==> src/rtl/fft_pkg.sv <==
// fft_pkg: shared FFT constants, twiddle word layout and the fetch FSM encoding.
// Contents: FFT_N/LOG2N sizing, TW_W word width, real/imag field slices and
// helpers, and tw_fetch_state_t for the twiddle fetch engine.
package fft_pkg;

    localparam int unsigned LOG2N = 8;
    localparam int unsigned FFT_N = 1 << LOG2N;
    localparam int unsigned TW_W  = 64;

    // Twiddle word: float32 real in the upper half, float32 imaginary in the lower half
    localparam int unsigned TW_RE_MSB = 63;
    localparam int unsigned TW_RE_LSB = 32;
    localparam int unsigned TW_IM_MSB = 31;
    localparam int unsigned TW_IM_LSB = 0;

    typedef enum logic [1:0] {
        IDLE  = 2'd0,
        RUN   = 2'd1,
        DRAIN = 2'd2
    } tw_fetch_state_t;

    function automatic logic [31:0] tw_re(input logic [TW_W-1:0] w);
        return w[TW_RE_MSB:TW_RE_LSB];
    endfunction

    function automatic logic [31:0] tw_im(input logic [TW_W-1:0] w);
        return w[TW_IM_MSB:TW_IM_LSB];
    endfunction

endpackage

==> src/rtl/tw_skid_fifo.sv <==
// tw_skid_fifo: 2-entry FIFO with a registered head, carrying {data, index, last}.
// Ports: clk/rst (async active-high); wr_i + wr_data_i/wr_idx_i/wr_last_i push an
// entry; pop_i removes the head; occ_o is the occupancy (0..2) used for credit
// accounting; head_*_o present the oldest entry. Push and pop may coincide.
module tw_skid_fifo #(
    parameter int unsigned DW = 64,
    parameter int unsigned IW = 7
) (
    input  logic          clk,
    input  logic          rst,
    input  logic          wr_i,
    input  logic [DW-1:0] wr_data_i,
    input  logic [IW-1:0] wr_idx_i,
    input  logic          wr_last_i,
    input  logic          pop_i,
    output logic [1:0]    occ_o,
    output logic [DW-1:0] head_data_o,
    output logic [IW-1:0] head_idx_o,
    output logic          head_last_o
);

    localparam int unsigned EW = DW + IW + 1;

    logic [EW-1:0] head_q, head_d;
    logic [EW-1:0] tail_q, tail_d;
    logic [1:0]    cnt_q, cnt_d;
    logic [EW-1:0] wr_entry;
    logic          pop_en;

    assign wr_entry = {wr_data_i, wr_idx_i, wr_last_i};
    assign pop_en   = pop_i && (cnt_q != 2'd0);

    // Next-state: the head register is always the oldest entry
    always_comb begin
        head_d = head_q;
        tail_d = tail_q;
        cnt_d  = cnt_q;
        case ({wr_i, pop_en})
            2'b10: begin
                if (cnt_q == 2'd0) head_d = wr_entry;
                else               tail_d = wr_entry;
                cnt_d = cnt_q + 2'd1;
            end
            2'b01: begin
                head_d = tail_q;
                cnt_d  = cnt_q - 2'd1;
            end
            2'b11: begin
                if (cnt_q == 2'd2) begin
                    head_d = tail_q;
                    tail_d = wr_entry;
                end else begin
                    head_d = wr_entry;
                end
            end
            default: ;
        endcase
    end

    always_ff @(posedge clk or posedge rst) begin
        if (rst) begin
            head_q <= '0;
            tail_q <= '0;
            cnt_q  <= '0;
        end else begin
            head_q <= head_d;
            tail_q <= tail_d;
            cnt_q  <= cnt_d;
        end
    end

    assign occ_o       = cnt_q;
    assign head_data_o = head_q[EW-1:IW+1];
    assign head_idx_o  = head_q[IW:1];
    assign head_last_o = head_q[0];

endmodule

==> src/rtl/twiddle_fetch.sv <==
// twiddle_fetch: walks the N/2 butterflies of one radix-2 DIF stage, reads the
// matching twiddle from a 1-cycle-latency ROM and streams it out valid/ready.
// Ports: clk/rst (async active-high); start/stage request a stage walk; busy/done
// report progress; rom_addr/rom_rd/rom_data form the ROM read port; tw_valid/
// tw_ready/tw_data/tw_idx/tw_last form the output stream.
module twiddle_fetch
    import fft_pkg::*;
#(
    parameter int unsigned LOG2N = fft_pkg::LOG2N,
    parameter int unsigned DW    = fft_pkg::TW_W
) (
    input  logic                     clk,
    input  logic                     rst,
    input  logic                     start,
    input  logic [$clog2(LOG2N)-1:0] stage,
    output logic                     busy,
    output logic                     done,
    output logic [LOG2N-1:0]         rom_addr,
    output logic                     rom_rd,
    input  logic [DW-1:0]            rom_data,
    output logic                     tw_valid,
    input  logic                     tw_ready,
    output logic [DW-1:0]            tw_data,
    output logic [LOG2N-2:0]         tw_idx,
    output logic                     tw_last
);

    localparam int unsigned SW = $clog2(LOG2N);
    localparam int unsigned JW = LOG2N - 1;
    localparam int unsigned N  = 1 << LOG2N;
    localparam logic [JW-1:0] J_LAST = JW'(N / 2 - 1);

    tw_fetch_state_t state_q;
    logic [SW-1:0]   stage_q;
    logic [JW-1:0]   j_q;
    logic            inflight_q;
    logic [JW-1:0]   inflight_j_q;
    logic            inflight_last_q;

    logic [1:0]       occ;
    logic             pop;
    logic [2:0]       credit_used;
    logic [2:0]       credit_lim;
    logic [LOG2N-1:0] mask;

    // Entries already owned (FIFO + read in flight) must stay within the 2 slots
    assign pop         = tw_valid & tw_ready;
    assign credit_used = {1'b0, occ} + {2'b00, inflight_q};
    assign credit_lim  = 3'd2 + {2'b00, pop};
    assign rom_rd      = (state_q == RUN) && (credit_used < credit_lim);

    // k = (j mod (N >> (stage+1))) << stage
    assign mask     = LOG2N'((N >> (32'(stage_q) + 32'd1)) - 32'd1);
    assign rom_addr = ({1'b0, j_q} & mask) << stage_q;

    assign busy     = (state_q != IDLE);
    assign tw_valid = (occ != 2'd0);
    assign done     = (state_q == DRAIN) && pop && tw_last;

    // FSM, butterfly counter and the read-in-flight tag
    always_ff @(posedge clk or posedge rst) begin
        if (rst) begin
            state_q         <= IDLE;
            stage_q         <= '0;
            j_q             <= '0;
            inflight_q      <= 1'b0;
            inflight_j_q    <= '0;
            inflight_last_q <= 1'b0;
        end else begin
            inflight_q      <= rom_rd;
            inflight_j_q    <= j_q;
            inflight_last_q <= (j_q == J_LAST);
            case (state_q)
                IDLE: begin
                    if (start) begin
                        state_q <= RUN;
                        stage_q <= stage;
                        j_q     <= '0;
                    end
                end
                RUN: begin
                    if (rom_rd) begin
                        j_q <= j_q + JW'(1);
                        if (j_q == J_LAST) state_q <= DRAIN;
                    end
                end
                DRAIN: begin
                    if (done) state_q <= IDLE;
                end
                default: state_q <= IDLE;
            endcase
        end
    end

    tw_skid_fifo #(
        .DW (DW),
        .IW (JW)
    ) u_fifo (
        .clk         (clk),
        .rst         (rst),
        .wr_i        (inflight_q),
        .wr_data_i   (rom_data),
        .wr_idx_i    (inflight_j_q),
        .wr_last_i   (inflight_last_q),
        .pop_i       (pop),
        .occ_o       (occ),
        .head_data_o (tw_data),
        .head_idx_o  (tw_idx),
        .head_last_o (tw_last)
    );

endmodule
==> config.mk <==
export PLATFORM = sky130hd
export DESIGN_NAME = twiddle_fetch
export DESIGN_NICKNAME = d
export VERILOG_FILES = /design/src/rtl/fft_pkg.sv /design/src/rtl/tw_skid_fifo.sv /design/src/rtl/twiddle_fetch.sv
export SDC_FILE = /design/constraint.sdc
export NUM_CORES = 1
export LEC_CHECK = 0
export BUFFER_PORTS_ARGS = -buffer_cell sky130_fd_sc_hd__buf_4
export CORE_MARGIN = 10
export CORE_UTILIZATION = 59
export DETAILED_ROUTE_END_ITERATION = 7
export GPL_TIMING_DRIVEN = 0
export PLACE_DENSITY = 0.85
export SYNTH_ARGS = -nofsm -noshare
export SYNTH_HDL_FRONTEND = slang
export SYNTH_SLANG_ARGS = --single-unit
==> constraint.sdc <==
create_clock -name clk -period 8.6 [get_ports clk]
set_input_delay 0.86 -clock clk [delete_from_list [all_inputs] [get_ports clk]]
set_output_delay 0.86 -clock clk [all_outputs]
set_load 0.01 [all_outputs]
==> impl_metrics.tcl <==
set metrics [dict create \
    ys_top_cells_by_area "dfrtp_1, mux2_2, a22oi_1, o21ai_0, nand2_1" \
    area_growth_syn_to_layout_pct 26.15 \
    grt_usage_pct 20.90 \
    hpwl_mm 12.55 \
    synthesis.nets 706 \
    dieArea_um2 17140 \
    worst_pin_slew_ns 0.6791 \
    gr-total-overflow 0 \
    core_area_um2 12010 \
    post_drt_wl_per_cell_um 18.37 \
    cts_post_setup_buffers_inserted 0 \
    critPathMaxFanout 10 \
    post_cts_resized 0 \
    n_antenna_cell 0 \
    fp.dieW_um 130.9 \
    power_leakage_uw 0.004273 \
    syn-cell-area_um2 7259 \
    outcome "completed" \
    p_per_area_nw_per_um2 407.7 \
    worstHoldPathType "flip-flop to flip-flop" \
    clkSlewWorstSetupHoldPaths_ns 0.06 \
    cts-htree-levels 4 \
    final.setup.tns_ns 0 \
    multiInputGateArea_um2 2755 \
    clock_skew_ns 0.007845 \
    max_slew_margin_pct 54.73 \
    synth_top_area_share_pct 57.57 \
    num_rows 40 \
    synth_ff_type "dfrtp_1" \
    grt_max_degree 93 \
    drt_iter0_drc 446 \
    critPathRequiredTime_ns 7.74 \
    r2r-start "u_fifo.occ_o[0]$_DFFE_PP0P_" \
    yosys.area.top_type "dfrtp_1" \
    die_y_um 130.9 \
    final_cell_mix "dfrtp_1, buf_4, nand2_1" \
    wl_mm 17.64 \
    syn_area_per_cell_um2 11.56 \
    cts_hold_buf 0 \
    gp_congestion 0.8476 \
    async_flop_share_pct 100.0 \
    clk_latency_ns 0.43 \
    yosysWarnings 0 \
    period_minus_slack_ns 3.734 \
    synth-edff-count 0 \
    cts.sinks 167 \
    cp.arrival_ns 2.87 \
    ys_types 44 \
    dr.pass1.iters 5 \
    layout_commonest_cell "dfrtp_1" \
    port_buffers 154 \
    maxSlewViolCount 0 \
    viasPerCell 5.805 \
    regArea_um2 4179 \
    drive_above_1_share_pct 33.58 \
    ys_seq_elements 167 \
    synthCells 628 \
    hold_violations 0 \
    fin_crit_sh_pct 43.41 \
    rsz0062_at_grt "false" \
    antenna_found_initial 0 \
    nets 880 \
    min_from "j_q[4]$_DFFE_PP0P_" \
    critPathCaptureType "output port" \
    grt_pass1_wl_mm 28.16 \
    fill_cells 800 \
    grt_pass1_vias 5669 \
    ant_nets 0 \
    clock_tree.buffer_depth 2 \
    worstSetupPathType "flip-flop to output port" \
    drt_drc_violations_left 0 \
    root_buffer "clkbuf_16" \
    vdd_drop_max_mv 0.1978 \
    crit_start "stage_q[1]$_DFFE_PP0P_" \
    yosysSeqAreaShare_pct 57.57 \
    setup.worst_path.start_class "flip-flop" \
    start_util_pct 60.44 \
    max_clock_freq_ghz 0.2678 \
    cap_violations 0 \
    finalSetupViolCount 0 \
    fin_hold_ws_ns 0.3894 \
    cts_tree "built" \
    numCtsBuffers 17 \
    pin_count 155 \
    vias 5573 \
]
[routing by layer]
| metal | up-vias | global-route usage (%) | part of all wire (%) |
|---|---|---|---|
| met2 | 203 | 34.73 | 50 |
| met4 | 0 | 7.521 | 1.3 |
| met3 | 19 | 5.963 | 7.4 |
| met1 | 2748 | 25.50 | 42 |
| li1 | 2603 | - | - |
| met5 | - | 0 | 0 |
[path summary, 6_finish.rpt]
check                                                endpoint  slack (ns)  cells after the start
worst max-delay path                              rom_addr[4]        4.87                      9
worst min-delay path                inflight_j_q[4]$_DFF_PP0_        0.39                      0
worst max register to register   u_fifo.head_q[9]$_DFFE_PP0P_        5.96                      8
worst min register to register      inflight_j_q[4]$_DFF_PP0_        0.39                      0
max in group asynchronous       u_fifo.head_q[56]$_DFFE_PP0P_        7.17                      3
min in group asynchronous       u_fifo.head_q[26]$_DFFE_PP0P_        0.56                      2
[through the flow]
step	worst slack (ns)	cells	utilization [%]	area, um2	power, uW
final	4.866	960	76.24	9158	3733
after global placement	1.738	929	71.59	8600	2977
after CTS	4.910	960	76.24	9158	3756
after global routing	4.692	960	76.24	9158	3984
after detailed placement	5.445	930	71.86	8632	3066
after floorplan	3.222	628	-	7259	2441
[critical path: stages, from the launching register on]
cell	delay, ns
dfrtp_1	0.32
clkbuf_1	0.34
buf_1	0.37
nand3_1	0.13
ha_1	0.30
nand2b_1	0.17
o21ai_0	0.25
mux2i_1	0.15
o22ai_1	0.24
buf_4	0.17
[report_power, final]
group | internal (uW) | switching (uW) | leakage [uW] | total (uW)
clock network | 386 | 291 | 0.000254 | 677
logic | 816 | 851 | 0.00198 | 1670
registers | 1160 | 226 | 0.00204 | 1390
[final cells by class]
type                            count  area share, %
Buffer                             46          3.224
Clock buffer                       22          5.178
Clock inverter                      8         0.5602
Inverter                            8         0.3826
Multi-Input combinational cell    407          30.09
Sequential cell                   167          45.63
Tap cell                          147          2.008
Timing Repair Buffer              155          12.93
[kinds of logic after synthesis]
logic type,synth area share (%)
AOI/OAI and AO/OA,16.01
xor gates and xnor gates,0.3620
adders and majority gates,1.206
buffers and inverters,4.481
DFF,57.57
muxes,12.03
and+or+nand+nor,8.342
[flip-flops by register name (all words and copies together), names as in the netlist]
signal           cells
inflight_j_q         7
inflight_last_q      1
inflight_q           1
j_q                  7
stage_q              3
state_q              2
u_fifo.head_q       72
u_fifo.occ_o         2
u_fifo.tail_q       72
[cell usage after synthesis, types with 3 or more instances]
cell and number:
mux2_2 57, dfrtp_1 167, inv_1 6, ha_1 7
nand3b_1 3, o21a_1 4, nand4_1 3, a21oi_1 6
mux2i_1 4, nor3_1 3, o311ai_0 3, nand2b_1 5
a22oi_1 72, mux2_1 17, o21ai_0 79, nand2_1 93
buf_2 11, nand3_1 11, buf_6 14, clkbuf_1 19
nor2_1 13
Power figures use the tool's default switching activity.
